--- src/rtl/bin2bcd_seq.sv ---
// Sequential binary-to-BCD converter using shift-and-add-3 (double dabble).
// One bit is consumed per clock; the result is held on bcd until the next conversion completes.
module bin2bcd_seq #(
  parameter int WIDTH  = 8,
  parameter int DIGITS = 3   // 10**DIGITS must exceed 2**WIDTH-1
) (
  input  logic                  clk,
  input  logic                  rst_n,
  input  logic                  start,
  input  logic [WIDTH-1:0]      bin,
  output logic                  ready,
  output logic                  valid,
  output logic [4*DIGITS-1:0]   bcd,
  output logic [1:0]            dbg_state_o
);

  // Handshake: start is taken on a rising edge only while ready=1, and bin is
  // captured on that same edge. valid is a one-cycle pulse that marks bcd as new;
  // it has no back-pressure, and bcd holds its value until the next pulse.

  typedef enum logic [1:0] {
    IDLE  = 2'd0,
    SHIFT = 2'd1,
    DONE  = 2'd2
  } state_e;

  localparam int CW = ($clog2(WIDTH) > 0) ? $clog2(WIDTH) : 1;
  localparam logic [CW-1:0] LAST = CW'(WIDTH - 1);

  state_e              state_q, state_d;
  logic [WIDTH-1:0]    shift_q, shift_d;
  logic [4*DIGITS-1:0] scratch_q, scratch_d;
  logic [4*DIGITS-1:0] adj;
  logic [CW-1:0]       cnt_q, cnt_d;
  logic [4*DIGITS-1:0] bcd_q, bcd_d;
  logic                valid_q, valid_d;

  always_ff @(posedge clk or negedge rst_n) begin
    if (!rst_n) begin
      state_q   <= IDLE;
      shift_q   <= '0;
      scratch_q <= '0;
      cnt_q     <= '0;
      bcd_q     <= '0;
      valid_q   <= 1'b0;
    end else begin
      state_q   <= state_d;
      shift_q   <= shift_d;
      scratch_q <= scratch_d;
      cnt_q     <= cnt_d;
      bcd_q     <= bcd_d;
      valid_q   <= valid_d;
    end
  end

  always_comb begin
    state_d   = state_q;
    shift_d   = shift_q;
    scratch_d = scratch_q;
    cnt_d     = cnt_q;
    bcd_d     = bcd_q;
    valid_d   = 1'b0;
    adj       = scratch_q;

    // Any digit >= 5 would overflow past 9 when doubled, so pre-correct it by 3.
    for (int k = 0; k < DIGITS; k++) begin
      if (scratch_q[4*k +: 4] >= 4'd5) begin
        adj[4*k +: 4] = scratch_q[4*k +: 4] + 4'd3;
      end
    end

    case (state_q)
      IDLE: begin
        if (start) begin
          shift_d   = bin;
          scratch_d = '0;
          cnt_d     = '0;
          state_d   = SHIFT;
        end
      end
      SHIFT: begin
        scratch_d = {adj[4*DIGITS-2:0], shift_q[WIDTH-1]};
        shift_d   = shift_q << 1;
        cnt_d     = cnt_q + 1'b1;
        if (cnt_q == LAST) begin
          state_d = DONE;
        end
      end
      DONE: begin
        bcd_d   = scratch_q;
        valid_d = 1'b1;
        state_d = IDLE;
      end
      default: begin
        state_d = IDLE;
      end
    endcase
  end

  assign ready       = (state_q == IDLE);
  assign valid       = valid_q;
  assign bcd         = bcd_q;
  assign dbg_state_o = state_q;

endmodule
--- config.mk ---
export PLATFORM = sky130hd
export DESIGN_NAME = bin2bcd_seq
export DESIGN_NICKNAME = d
export VERILOG_FILES = /design/src/rtl/bin2bcd_seq.sv
export SDC_FILE = /design/constraint.sdc
export NUM_CORES = 1
export LEC_CHECK = 0
export BUFFER_PORTS_ARGS = -buffer_cell sky130_fd_sc_hd__buf_2
export CORE_ASPECT_RATIO = 1.5
export CORE_MARGIN = 3
export CORE_UTILIZATION = 60
export DETAILED_ROUTE_END_ITERATION = 6
export GPL_TIMING_DRIVEN = 1
export PLACE_DENSITY = 0.87
export SETUP_SLACK_MARGIN = 0.05
export SYNTH_ARGS = -nofsm -noshare
export SYNTH_HDL_FRONTEND = slang
export SYNTH_SLANG_ARGS = --single-unit
--- constraint.sdc ---
create_clock -name clk -period 2.2 [get_ports clk]
set_input_delay 0 -clock clk [delete_from_list [all_inputs] [get_ports clk]]
set_output_delay 0 -clock clk [all_outputs]
set_load 0.01 [all_outputs]
==> flow_summary_export.csv <==
group,metric,value,unit
pwr,power.internal,1.738,mW
layout,layout_common_cells,"38 x sky130_fd_sc_hd__dfrtp_1, 27 x sky130_fd_sc_hd__nand2_1, 26 x sky130_fd_sc_hd__buf_2",
global_route,grt_first_pass_wirelength,6210,um
detailed_routing,drt_wl_total,3604,um
pwr,p_sw_share,39.46,%
cts,clockBufferDepth,2,
die,effective_utilization_at_floorplan,63.51,%
timing,grt_setup_unrepaired,"false",
placement,post-dp-hpwl,2550,um
pwr,clock_power_share,16.9,%
pwr,p_per_area,1382,nW/um^2
layout,area_delta_synth_final,10.01,%
synthesis,top_cells_by_area_in_the_synthesized_netlist,"sky130_fd_sc_hd__dfrtp_1 50%, sky130_fd_sc_hd__o21ai_0 5.6%, sky130_fd_sc_hd__nand2_1 5.4%",
pwr,share_seq_of_total_power,40.7,%
synthesis,netlist.top_cell.by_area,"sky130_fd_sc_hd__dfrtp_1",
detailed_routing,dr.first_iter.drc_count,39,
die,top_level_ports,27,
synthesis,synth.avg_cell_area,10.85,um^2
global_route,first_global_vias,1429,
cts,cts_made_buffers,5,
timing,min_period_over_period,77.00,%
critical_path,slowest_stage,"sky130_fd_sc_hd__dfrtp_1",
cts,cts.clk_slew.worst_paths,70,ps
pwr,power.net_switching,1.133,mW
timing,timing.final.ws_setup,506.0,ps
run,max-cap-violations,0,
detailed_routing,detail_route.wl_per_cell,15.02,um
detailed_routing,route.antenna.remaining_nets,0,
global_route,grt_use_total,21.76,%
placement,io_buffer_count,26,
synthesis,synthesis.nets,193,
critical_path,critical_path.max_fanout,20,
placement,place_area,1966,um^2
synthesis,yosysTopAreaCellShare,50.36,%
hold_path,worstHoldPathType,"in -> reg",
die,dieArea,3870,um^2
critical_path,worst_setup_path_end_kind,"flop",
detailed_routing,drt_drc_violations_left,0,
detailed_routing,dr_total_vias,1402,
placement,routabilityCongestion,0.8342,
cts,cts_resized,0,
synthesis,postSynthCellCount,174,
layout,num_antenna_cells,0,
placement,place_ws,555.7,ps
cts,cts_h_tree_depth,2,
synthesis,synth-seq-area-share,50.36,%
synthesis,synth_cell_type_count,32,
synthesis,yosys_warnings,0,
die,floorplan.core_area,2973,um^2
synthesis,synth_async_sr_flop_share,100.0,%
pwr,share_comb_of_total_power,42.3,%
critical_path,worstPathArrival,1900,ps
timing,relSlewSlack,44.91,%
timing,time_the_final_worst_path_needs_with_i_o_delays_and_setup,1694,ps
critical_path,worstSetupPathType,"reg -> reg",
timing,final.setup.tns,0,ps
pwr,post-layout-total-power,2.871,mW
layout,final_area,2077,um^2
timing,finalSetupViolations,0,
critical_path,slowest_delay,750,ps
detailed_routing,drtPass1Iterations,4,
global_route,antenna_found_initial,0,
timing,timing.fmax,590.3,MHz
critical_path,startpoint_type,"flop",
critical_path,critical_path_required,2400,ps
detailed_routing,avgViaCountPerCell,5.842,
timing,maxSlewViolCount,0,
pwr,max-vdd-ir-drop,0.9063,mV
layout,proportion_of_layout_cells_with_a_drive_suffix_above_1,21.39,%
synthesis,synth_enable_flop_cells,0,
synthesis,ys.flop_type,"sky130_fd_sc_hd__dfrtp_1",
cts,cts_root_buf,"sky130_fd_sc_hd__clkbuf_8",
critical_path,worstPathCellList,"nor2b_4 -> o2111ai_1 -> o221ai_2",
die,die_span_in_y,74.71,um
global_route,grt_overflow,0,
layout,post-route-util,69.87,%
layout,finish.net_count,219,
timing,worst_slew_pin_slew,826.4,ps
pwr,leakage,1.016,nW
synthesis,flops_latches_synth,38,
cts,sinks_on_clock_net,38,
layout,mostFrequentLayoutCell,"sky130_fd_sc_hd__dfrtp_1",
die,die_w,51.80,um
synthesis,synth_area,1888,um^2
cts,clk_latency,290,ps
cts,cts_tree,"built",
run_status,outcome,"complete, no violations",
timing,final-hold-violation-count,0,
die,core.rowCount,24,
timing,fin_worst_skew,2.473,ps
global_route,grt_max_degree,39,
==> logic make-up after synthesis <==
| group | count (synthesis) | synth area share, % |
|---|---|---|
| buffers and inverters | 24 | 8.548 |
| adders and majority gates | 8 | 5.302 |
| AOI/OAI and AO/OA | 59 | 23.00 |
| and+or+nand+nor | 43 | 11.86 |
| xor gates and xnor gates | 2 | 0.9279 |
| DFF | 38 | 50.36 |
==> final cells by class <==
class                   instances  area [um^2]
flip-flops and latches         38        950.9
clock buffers                   7        86.33
well taps                      39        48.80
repair buffers                 29        157.7
multi-input cells             112        775.7
inverters                      14        52.55
clock inverters                 1        5.005
fillers                       238        895.9
==> power by group through the flow <==
stage / sequential [mW] / combinational [mW] / clock [mW]
after floorplan: 1.14 / 0.992 / 0
after CTS: 1.17 / 1.22 / 0.487
after global placement: 1.16 / 1.12 / 0
after global routing: 1.21 / 1.37 / 0.521
after detailed placement: 1.18 / 1.21 / 0
final: 1.17 / 1.21 / 0.486
==> cells in the mapped netlist (3+ instances only) <==
cell type                   count
sky130_fd_sc_hd__a21oi_1        5
sky130_fd_sc_hd__a22oi_1        3
sky130_fd_sc_hd__a32o_1         4
sky130_fd_sc_hd__and3b_1        4
sky130_fd_sc_hd__buf_6          7
sky130_fd_sc_hd__dfrtp_1       38
sky130_fd_sc_hd__ha_1           8
sky130_fd_sc_hd__inv_1         14
sky130_fd_sc_hd__nand2_1       27
sky130_fd_sc_hd__nand2b_1       4
sky130_fd_sc_hd__nor2b_1        4
sky130_fd_sc_hd__o2111ai_1      4
sky130_fd_sc_hd__o21a_1         3
sky130_fd_sc_hd__o21ai_0       21
sky130_fd_sc_hd__o31ai_1        3
==> final timing paths <==
check	from	to	slack [ps]	cells past startpoint
min	bin[7]	shift_q[7]	10	3
max in group asynchronous	rst_n	scratch_q[6]	1330	2
max reg2reg	dbg_state_o[0]	scratch_q[9]	510	3
min reg2reg	bcd[6]	bcd[6]	470	2
max	dbg_state_o[0]	scratch_q[9]	510	3
min in group asynchronous	rst_n	bcd[2]	340	2
==> worst max-delay path, delay by kind of cell (launching register included) <==
kind / cells / cell delay (ps)
AOI/OAI and AO/OA: 2 / 330
and+or+nand+nor: 1 / 530
DFF: 1 / 750
==> what timing repair did <==
| item | in CTS | in global routing |
|---|---|---|
| setup buffers | 0 | 0 |
| hold endpoints to repair | 39 | 0 |
| hold buffers | 2 | 0 |
==> state kept, by name (all words and copies together), names as in the netlist <==
register     count
bcd             12
scratch_q       12
shift_q          8
cnt_q            3
dbg_state_o      2
valid            1
==> stage by stage <==
step	cells	hold slack, ps
after detailed placement	230	139.1
after global placement	230	130.2
after floorplan	174	-295.6
after global routing	240	62.07
final	240	14.07
after CTS	240	22.33
==> layer usage <==
| metal | global-route usage [%] | wire length [um] | share of wire, % |
|---|---|---|---|
| met1 | 22.77 | 1420 | 39 |
| met2 | 40.08 | 1924 | 53 |
| met3 | 6.139 | 176 | 4.9 |
| met4 | 9.329 | 82 | 2.3 |
| met5 | 0 | 0 | 0 |
(Power assumes the default switching activity.)
